`config.mk`:
```
export PLATFORM = sky130hd
export DESIGN_NAME = i2c_cmd_translator_flat
export DESIGN_NICKNAME = d
export VERILOG_FILES = /design/src/rtl/i2c_cmd_translator_if.sv /design/src/rtl/i2c_cmd_translator.sv /design/src/flat_wrapper.sv
export SDC_FILE = /design/constraint.sdc
export NUM_CORES = 1
export LEC_CHECK = 0
export ABC_AREA = 1
export BUFFER_PORTS_ARGS = -buffer_cell sky130_fd_sc_hd__buf_2
export CORE_UTILIZATION = 35
export CTS_CLUSTER_DIAMETER = 30
export DETAILED_ROUTE_END_ITERATION = 6
export PLACE_DENSITY = 0.64
export SLEW_MARGIN = 25
export SYNTH_ARGS = -nofsm -noshare
export SYNTH_HDL_FRONTEND = slang
export SYNTH_SLANG_ARGS = --single-unit
```
`constraint.sdc`:
```
create_clock -name clk_i -period 2.6 [get_ports clk_i]
set_clock_uncertainty 0.2 [all_clocks]
set_input_delay 0.78 -clock clk_i [delete_from_list [all_inputs] [get_ports clk_i]]
set_output_delay 0.78 -clock clk_i [all_outputs]
set_load 0.005 [all_outputs]
```
`src/rtl/i2c_cmd_translator_if.sv`:
```
// i2c_cmd_translator_if: command, TX, fmt-FIFO and response handshakes
// between the HCI queues, the translator and the controller FSM.
interface i2c_cmd_translator_if;
  logic        cmd_valid_i;
  logic        cmd_ready_o;
  logic [6:0]  cmd_addr_i;
  logic        cmd_rnw_i;
  logic [15:0] cmd_len_i;
  logic        cmd_stop_i;
  logic [3:0]  cmd_tid_i;
  logic        tx_valid_i;
  logic        tx_ready_o;
  logic [7:0]  tx_data_i;
  logic        fmt_valid_o;
  logic        fmt_ready_i;
  logic [7:0]  fmt_byte_o;
  logic        fmt_start_o;
  logic        fmt_stop_o;
  logic        fmt_readb_o;
  logic        fmt_rcont_o;
  logic        fmt_nakok_o;
  logic        host_idle_i;
  logic        event_nak_i;
  logic        resp_valid_o;
  logic        resp_ready_i;
  logic [3:0]  resp_tid_o;
  logic [1:0]  resp_err_o;

  modport master (
    input  cmd_valid_i, cmd_addr_i, cmd_rnw_i, cmd_len_i,
    input  cmd_stop_i, cmd_tid_i,
    input  tx_valid_i, tx_data_i, fmt_ready_i,
    input  host_idle_i, event_nak_i, resp_ready_i,
    output cmd_ready_o, tx_ready_o,
    output fmt_valid_o, fmt_byte_o, fmt_start_o, fmt_stop_o,
    output fmt_readb_o, fmt_rcont_o, fmt_nakok_o,
    output resp_valid_o, resp_tid_o, resp_err_o
  );

  modport slave (
    output cmd_valid_i, cmd_addr_i, cmd_rnw_i, cmd_len_i,
    output cmd_stop_i, cmd_tid_i,
    output tx_valid_i, tx_data_i, fmt_ready_i,
    output host_idle_i, event_nak_i, resp_ready_i,
    input  cmd_ready_o, tx_ready_o,
    input  fmt_valid_o, fmt_byte_o, fmt_start_o, fmt_stop_o,
    input  fmt_readb_o, fmt_rcont_o, fmt_nakok_o,
    input  resp_valid_o, resp_tid_o, resp_err_o
  );
endinterface

```
`src/rtl/i2c_cmd_translator.sv`:
```
// i2c_cmd_translator: legacy-I2C HCI commands -> controller fmt-FIFO entries.
// Define I2C_CMD_READ_SPLIT_EN to split reads longer than MaxReadChunk.
module i2c_cmd_translator #(
  parameter int MaxReadChunk = 256
) (
  input logic                  clk_i,
  input logic                  rst_ni,
  i2c_cmd_translator_if.master bus
);
  typedef enum logic [2:0] {
    IDLE, ADDR, WDATA, RCHUNK, WAIT_IDLE, DRAIN, RESP
  } state_t;

  localparam logic [15:0] Mrc = 16'(MaxReadChunk);

  state_t      r_state;
  logic        r_cmd_ready;
  logic        r_rnw;
  logic        r_stop;
  logic [3:0]  r_tid;
  logic [15:0] r_rem;
  logic [1:0]  r_err;
  logic        r_resp_valid;
  logic        r_fmt_valid;
  logic [7:0]  r_fmt_byte;
  logic        r_fmt_start;
  logic        r_fmt_stop;
  logic        r_fmt_readb;
  logic        r_fmt_rcont;

  logic        w_wdata;
  logic        w_fmt_hs;
  logic        w_tx_hs;
  logic        w_too_long;
  logic [15:0] w_rd_chunk;
  logic [15:0] w_rd_left;
  logic [15:0] w_wr_left;
  logic [15:0] w_nak_left;

  function automatic logic [15:0] chunk_of(input logic [15:0] v);
    return (v > Mrc) ? Mrc : v;
  endfunction

  // {byte, rcont, stop} of the read-count entry for v bytes still to read
  function automatic logic [9:0] rd_entry(input logic [15:0] v,
                                          input logic       stop);
    logic [15:0] c;
    c = chunk_of(v);
    return {c[7:0], v > Mrc, stop && (v <= Mrc)};
  endfunction

  assign w_wdata    = (r_state == WDATA);
  assign w_fmt_hs   = r_fmt_valid && bus.fmt_ready_i;
  assign w_tx_hs    = bus.tx_valid_i && bus.fmt_ready_i;
  assign w_rd_chunk = chunk_of(r_rem);
  assign w_rd_left  = r_rem - w_rd_chunk;
  assign w_wr_left  = r_rem - 16'd1;
  assign w_nak_left = w_tx_hs ? w_wr_left : r_rem;

`ifdef I2C_CMD_READ_SPLIT_EN
  assign w_too_long = 1'b0;
`else
  assign w_too_long = bus.cmd_rnw_i && (bus.cmd_len_i > Mrc);
`endif

  assign bus.cmd_ready_o  = r_cmd_ready;
  assign bus.fmt_valid_o  = w_wdata ? bus.tx_valid_i : r_fmt_valid;
  assign bus.fmt_byte_o   = w_wdata ? bus.tx_data_i : r_fmt_byte;
  assign bus.fmt_start_o  = r_fmt_start;
  assign bus.fmt_stop_o   = r_fmt_stop;
  assign bus.fmt_readb_o  = r_fmt_readb;
  assign bus.fmt_rcont_o  = r_fmt_rcont;
  assign bus.fmt_nakok_o  = 1'b0;
  assign bus.tx_ready_o   = (w_wdata && bus.fmt_ready_i) ||
                            (r_state == DRAIN);
  assign bus.resp_valid_o = r_resp_valid;
  assign bus.resp_tid_o   = r_tid;
  assign bus.resp_err_o   = r_err;

  always_ff @(posedge clk_i) begin
    if (!rst_ni) begin
      r_state      <= IDLE;
      r_cmd_ready  <= 1'b0;
      r_rnw        <= 1'b0;
      r_stop       <= 1'b0;
      r_tid        <= '0;
      r_rem        <= '0;
      r_err        <= '0;
      r_resp_valid <= 1'b0;
      {r_fmt_valid, r_fmt_byte, r_fmt_start,
       r_fmt_stop, r_fmt_readb, r_fmt_rcont} <= '0;
    end else begin
      unique case (r_state)
        IDLE: begin
          r_cmd_ready <= 1'b1;
          if (r_cmd_ready && bus.cmd_valid_i) begin
            r_cmd_ready <= 1'b0;
            r_rnw       <= bus.cmd_rnw_i;
            r_stop      <= bus.cmd_stop_i;
            r_tid       <= bus.cmd_tid_i;
            r_rem       <= bus.cmd_len_i;
            if (w_too_long) begin
              r_err        <= 2'd2;
              r_resp_valid <= 1'b1;
              r_state      <= RESP;
            end else begin
              r_fmt_valid <= 1'b1;
              r_fmt_byte  <= {bus.cmd_addr_i, bus.cmd_rnw_i};
              r_fmt_start <= 1'b1;
              r_fmt_stop  <= bus.cmd_stop_i && (bus.cmd_len_i == 16'd0);
              r_fmt_readb <= 1'b0;
              r_fmt_rcont <= 1'b0;
              r_state     <= ADDR;
            end
          end
        end
        ADDR: begin
          if (w_fmt_hs) begin
            r_fmt_start <= 1'b0;
            if (r_rem == 16'd0) begin
              {r_fmt_valid, r_fmt_byte, r_fmt_stop,
               r_fmt_readb, r_fmt_rcont} <= '0;
              r_state <= WAIT_IDLE;
            end else if (r_rnw) begin
              {r_fmt_byte, r_fmt_rcont, r_fmt_stop} <= rd_entry(r_rem, r_stop);
              r_fmt_readb <= 1'b1;
              r_state     <= RCHUNK;
            end else begin
              r_fmt_valid <= 1'b0;
              r_fmt_byte  <= '0;
              r_fmt_stop  <= r_stop && (r_rem == 16'd1);
              r_state     <= WDATA;
            end
          end
          if (bus.event_nak_i) begin
            r_err <= 2'd1;
            {r_fmt_valid, r_fmt_byte, r_fmt_start,
             r_fmt_stop, r_fmt_readb, r_fmt_rcont} <= '0;
            r_state <= (!r_rnw && r_rem != 16'd0) ? DRAIN : WAIT_IDLE;
          end
        end
        WDATA: begin
          if (w_tx_hs) begin
            r_rem      <= w_wr_left;
            r_fmt_stop <= r_stop && (w_wr_left == 16'd1);
            if (w_wr_left == 16'd0) begin
              r_fmt_stop <= 1'b0;
              r_state    <= WAIT_IDLE;
            end
          end
          if (bus.event_nak_i) begin
            r_err      <= 2'd1;
            r_fmt_stop <= 1'b0;
            r_state    <= (w_nak_left != 16'd0) ? DRAIN : WAIT_IDLE;
          end
        end
        RCHUNK: begin
          if (w_fmt_hs) begin
            r_rem <= w_rd_left;
            if (w_rd_left == 16'd0) begin
              {r_fmt_valid, r_fmt_byte, r_fmt_stop,
               r_fmt_readb, r_fmt_rcont} <= '0;
              r_state <= WAIT_IDLE;
            end else begin
              {r_fmt_byte, r_fmt_rcont, r_fmt_stop} <=
                rd_entry(w_rd_left, r_stop);
            end
          end
          if (bus.event_nak_i) begin
            r_err <= 2'd1;
            {r_fmt_valid, r_fmt_byte, r_fmt_stop,
             r_fmt_readb, r_fmt_rcont} <= '0;
            r_state <= WAIT_IDLE;
          end
        end
        WAIT_IDLE: begin
          if (bus.event_nak_i) r_err <= 2'd1;
          if (bus.host_idle_i) begin
            r_resp_valid <= 1'b1;
            r_state      <= RESP;
          end
        end
        DRAIN: begin
          if (bus.tx_valid_i) begin
            r_rem <= w_wr_left;
            if (w_wr_left == 16'd0) r_state <= WAIT_IDLE;
          end
        end
        RESP: begin
          if (bus.resp_ready_i) begin
            r_resp_valid <= 1'b0;
            r_err        <= '0;
            r_cmd_ready  <= 1'b1;
            r_state      <= IDLE;
          end
        end
        default: r_state <= IDLE;
      endcase
    end
  end
endmodule

```
`src/flat_wrapper.sv`:
```
// flat-port wrapper written by rule: the top's interface ports become plain ports
module i2c_cmd_translator_flat 
#(
  parameter int MaxReadChunk = 256
)
  (clk_i, rst_ni, bus_cmd_valid_i, bus_cmd_addr_i, bus_cmd_rnw_i, bus_cmd_len_i, bus_cmd_stop_i, bus_cmd_tid_i, bus_tx_valid_i, bus_tx_data_i, bus_fmt_ready_i, bus_host_idle_i, bus_event_nak_i, bus_resp_ready_i, bus_cmd_ready_o, bus_tx_ready_o, bus_fmt_valid_o, bus_fmt_byte_o, bus_fmt_start_o, bus_fmt_stop_o, bus_fmt_readb_o, bus_fmt_rcont_o, bus_fmt_nakok_o, bus_resp_valid_o, bus_resp_tid_o, bus_resp_err_o);
  i2c_cmd_translator_if bus_i ();
  input logic clk_i;
  input logic rst_ni;
  input wire logic [$bits(bus_i.cmd_valid_i)-1:0] bus_cmd_valid_i;
  input wire logic [$bits(bus_i.cmd_addr_i)-1:0] bus_cmd_addr_i;
  input wire logic [$bits(bus_i.cmd_rnw_i)-1:0] bus_cmd_rnw_i;
  input wire logic [$bits(bus_i.cmd_len_i)-1:0] bus_cmd_len_i;
  input wire logic [$bits(bus_i.cmd_stop_i)-1:0] bus_cmd_stop_i;
  input wire logic [$bits(bus_i.cmd_tid_i)-1:0] bus_cmd_tid_i;
  input wire logic [$bits(bus_i.tx_valid_i)-1:0] bus_tx_valid_i;
  input wire logic [$bits(bus_i.tx_data_i)-1:0] bus_tx_data_i;
  input wire logic [$bits(bus_i.fmt_ready_i)-1:0] bus_fmt_ready_i;
  input wire logic [$bits(bus_i.host_idle_i)-1:0] bus_host_idle_i;
  input wire logic [$bits(bus_i.event_nak_i)-1:0] bus_event_nak_i;
  input wire logic [$bits(bus_i.resp_ready_i)-1:0] bus_resp_ready_i;
  output wire logic [$bits(bus_i.cmd_ready_o)-1:0] bus_cmd_ready_o;
  output wire logic [$bits(bus_i.tx_ready_o)-1:0] bus_tx_ready_o;
  output wire logic [$bits(bus_i.fmt_valid_o)-1:0] bus_fmt_valid_o;
  output wire logic [$bits(bus_i.fmt_byte_o)-1:0] bus_fmt_byte_o;
  output wire logic [$bits(bus_i.fmt_start_o)-1:0] bus_fmt_start_o;
  output wire logic [$bits(bus_i.fmt_stop_o)-1:0] bus_fmt_stop_o;
  output wire logic [$bits(bus_i.fmt_readb_o)-1:0] bus_fmt_readb_o;
  output wire logic [$bits(bus_i.fmt_rcont_o)-1:0] bus_fmt_rcont_o;
  output wire logic [$bits(bus_i.fmt_nakok_o)-1:0] bus_fmt_nakok_o;
  output wire logic [$bits(bus_i.resp_valid_o)-1:0] bus_resp_valid_o;
  output wire logic [$bits(bus_i.resp_tid_o)-1:0] bus_resp_tid_o;
  output wire logic [$bits(bus_i.resp_err_o)-1:0] bus_resp_err_o;
  assign bus_i.cmd_valid_i = bus_cmd_valid_i;
  assign bus_i.cmd_addr_i = bus_cmd_addr_i;
  assign bus_i.cmd_rnw_i = bus_cmd_rnw_i;
  assign bus_i.cmd_len_i = bus_cmd_len_i;
  assign bus_i.cmd_stop_i = bus_cmd_stop_i;
  assign bus_i.cmd_tid_i = bus_cmd_tid_i;
  assign bus_i.tx_valid_i = bus_tx_valid_i;
  assign bus_i.tx_data_i = bus_tx_data_i;
  assign bus_i.fmt_ready_i = bus_fmt_ready_i;
  assign bus_i.host_idle_i = bus_host_idle_i;
  assign bus_i.event_nak_i = bus_event_nak_i;
  assign bus_i.resp_ready_i = bus_resp_ready_i;
  assign bus_cmd_ready_o = bus_i.cmd_ready_o;
  assign bus_tx_ready_o = bus_i.tx_ready_o;
  assign bus_fmt_valid_o = bus_i.fmt_valid_o;
  assign bus_fmt_byte_o = bus_i.fmt_byte_o;
  assign bus_fmt_start_o = bus_i.fmt_start_o;
  assign bus_fmt_stop_o = bus_i.fmt_stop_o;
  assign bus_fmt_readb_o = bus_i.fmt_readb_o;
  assign bus_fmt_rcont_o = bus_i.fmt_rcont_o;
  assign bus_fmt_nakok_o = bus_i.fmt_nakok_o;
  assign bus_resp_valid_o = bus_i.resp_valid_o;
  assign bus_resp_tid_o = bus_i.resp_tid_o;
  assign bus_resp_err_o = bus_i.resp_err_o;
  i2c_cmd_translator #(.MaxReadChunk(MaxReadChunk)) u_core (.clk_i(clk_i), .rst_ni(rst_ni), .bus(bus_i));
endmodule
```
==> flow_metrics.tcl <==
set metrics [dict create \
    p_leak_uw 0.00265 \
    ys_seq_elements 42 \
    pre_cts_slack_ns -0.637 \
    dp_cells 914 \
    grt_pass1_wl_mm 22.7 \
    crit_type "reg -> reg" \
    synth_area_sq_um 3800 \
    violations "setup timing" \
    drive_gt1_frac 0.357 \
    maxCapViolations 0 \
    critPathCaptureType "flop" \
    grt_pass1_vias 4703 \
    setup_viol 9 \
    worstPathRequired_ns 2.61 \
    synthCells 642 \
    drt_iter0_markers 398 \
    place_congestion 0.979 \
    fin_crit_sh 1.04 \
    overflow 0 \
    synthTopCellsByCount "nand2_1 (173), nor2_1 (77), inv_1 (76)" \
    timing.rr.start "u_core.r_rem[1]" \
    report.final.hold_viol_count 0 \
    status "finished with violations" \
    synth_top_area_share 0.221 \
    clk_pin_slew_ns 0.11 \
    rsz0062_at_grt "true" \
    slew_headroom 0.655 \
    io_pins 68 \
    muxShareOfSynthArea 0 \
    port_buffers 66 \
    num-fill-cells 1037 \
    hold_slack_ns 0.255 \
    fin_nets 845 \
    die_height_microns 106 \
    critical_path.startpoint "u_core.r_rem[1]" \
    core_area_sq_um 10400 \
    synth-edff-count 0 \
    tritoncts "yes" \
    yosys.area.top_type "dfxtp_1" \
    firstDrtPassIters 6 \
    clkSinkCount 42 \
    fp-row-count 37 \
    synth-simple-area-share 0.396 \
    dp_hpwl_mm 11.1 \
    synth.most_common_cell "nand2_1" \
    drv_slew 0 \
    antenna_found_initial 0 \
    numCtsBuffers 5 \
    die_area_sq_um 11300 \
    fmax_mhz 371 \
    synth_area_leaders "dfxtp_1 (22%), nand2_1 (17%), nor2_1 (7.6%)" \
    synth_seq_area_share 0.221 \
    initial_core_util 0.365 \
    cp-start-kind "flop" \
    pwr_density_cell_nw_per_um2 1340 \
    ctsHtreeMaxLevel 2 \
    final_cells 931 \
    ys_async_sr_fraction 0 \
    grt_use_total 0.255 \
    area_growth_pct 42.5 \
    via_count 4940 \
    vias_per_cell 5.31 \
    synth_ff_type "dfxtp_1" \
    diodes 0 \
    hold_class "reg -> reg" \
    clockBufferDepth 2 \
    crit_arrival_ns 2.71 \
    worst_pin_slew_ns 0.513 \
    yosys_warnings 0 \
    wire_per_inst_microns 15.7 \
    die_w_microns 106 \
    routed_wl_mm 14.6 \
    synth_area_per_cell_sq_um 5.92 \
    period_minus_slack_ns 2.70 \
    worstHoldStart "u_core.bus.resp_valid_o" \
    synth-compound-area-share 0.205 \
    cp_max_fo 6 \
    final_util 0.520 \
    synth-xor-area-share 0.0369 \
    setup_slack_ns -0.0981 \
    final_antenna_net_count 0 \
    synth_cell_types 49 \
    worstSkewPairLatency_ns 0.32 \
    vdd_drop_max_uv 585 \
    synth_fa_ha_area_frac 0.0198 \
    grt_max_degree 27 \
    drc_errors 0 \
    ctsHoldBuffers 0 \
    power_uw 7250 \
    synth_top_family_by_area "simple AND/OR/NAND/NOR gates" \
    cts-root-buf "clkbuf_8" \
]
[worst max-delay path, cell delays in order (launching register included)]
cell and delay [ns]:
dfxtp_2 0.35, inv_4 0.08, ha_4 0.14, nand2_4 0.04, nor2_4 0.12, nand2_4 0.08
nand2_4 0.07, inv_4 0.04, nand2_4 0.06, ha_4 0.19, inv_2 0.05, nand2_1 0.04
inv_1 0.07, nand3_2 0.08, inv_1 0.10, nand3_2 0.08, nor2_2 0.11, nand2_2 0.10
o21ai_4 0.22, nand2_4 0.11, o31a_1 0.25
[cell families (layout without fill, tap and decap cells)]
family          Yosys count  after routing
simple gates            339            339
compound gates          129            129
buf+inv                 108            260
flops                    42             42
xor+xnor                 16             16
fa+ha+maj                 6              6
other cells               2              3
[stage by stage]
stage	area [sq um]	TNS (ns)
6_report	5410	-0.392
5_1_grt	5410	-2.51
4_1_cts	5150	-0.215
3_5_place_dp	4900	-10.33
3_3_place_gp	4900	-8.61
2_1_floorplan	3840	0
[flip-flops by register name, summed over array words and instances, names as in the netlist]
| name | cells |
|---|---|
| u_core.r_rem | 16 |
| u_core.bus.fmt_stop_o | 1 |
| u_core.bus.resp_tid_o | 4 |
| u_core.r_stop | 1 |
| u_core.r_rnw | 1 |
| u_core.r_fmt_byte | 8 |
| u_core.r_fmt_valid | 1 |
| u_core.bus.fmt_readb_o | 1 |
| u_core.r_state | 3 |
| u_core.bus.resp_valid_o | 1 |
| u_core.bus.fmt_start_o | 1 |
| u_core.bus.cmd_ready_o | 1 |
| u_core.bus.resp_err_o | 2 |
| u_core.bus.fmt_rcont_o | 1 |
[report_power, final]
group,internal [uW],total (uW),switching [uW]
registers,884,1060,177
logic,2340,5690,3350
clock network,201,502,301
total,3420,7250,3830
[cells in the final DEF (no fill, tap or decap), types with 8 or more instances in the layout]
cell     Yosys  layout
nand2_1    173     161
buf_2        4      66
o22ai_1     10       9
nand2_4      3       9
nand4_1     15      15
nor3_1       9       8
nor2_1      77      61
o21ai_0     38      28
nand3_1     30      23
nand3_2      1       8
o21ai_1      0       8
dfxtp_2      0      11
buf_4        2      97
nor2_2       6      12
inv_1       76      71
inv_2        5       9
a21oi_1     46      43
nand2_2      7      13
dfxtp_1     42      30
nor2_4       3      13
xor2_1      15      12
[layout make-up]
cell class | instances | area, sq um | area share
Clock inverter | 3 | 26.3 | 0.00485
Clock buffer | 5 | 68.8 | 0.0127
Inverter | 83 | 319 | 0.0589
Timing Repair Buffer | 169 | 1130 | 0.210
Sequential cell | 42 | 858 | 0.159
Tap cell | 136 | 170 | 0.0314
Multi-Input combinational cell | 493 | 2840 | 0.524
[worst paths after layout]
path	endpoint	slack, ns	depth (start not counted)
min reg2reg	u_core.bus.resp_valid_o	0.25	2
min	u_core.bus.resp_valid_o	0.25	2
max	u_core.r_state[2]	-0.1	20
max reg2reg	u_core.r_state[2]	-0.1	20
[per-layer routing]
metal | up-vias | global-route usage | routed length [microns]
li1 | 2398 | - | -
met1 | 2236 | 0.331 | 6120
met2 | 256 | 0.421 | 6830
met3 | 50 | 0.0405 | 1210
met4 | 0 | 0.101 | 488
met5 | - | 0 | 0
[timing repair]
action | CTS | global route
buffers inserted | 8 | 3
gates resized for setup | 30 | 71
pin swaps | 12 | 30
setup endpoints to repair | 28 | 27
Power figures use the tool's default switching activity.
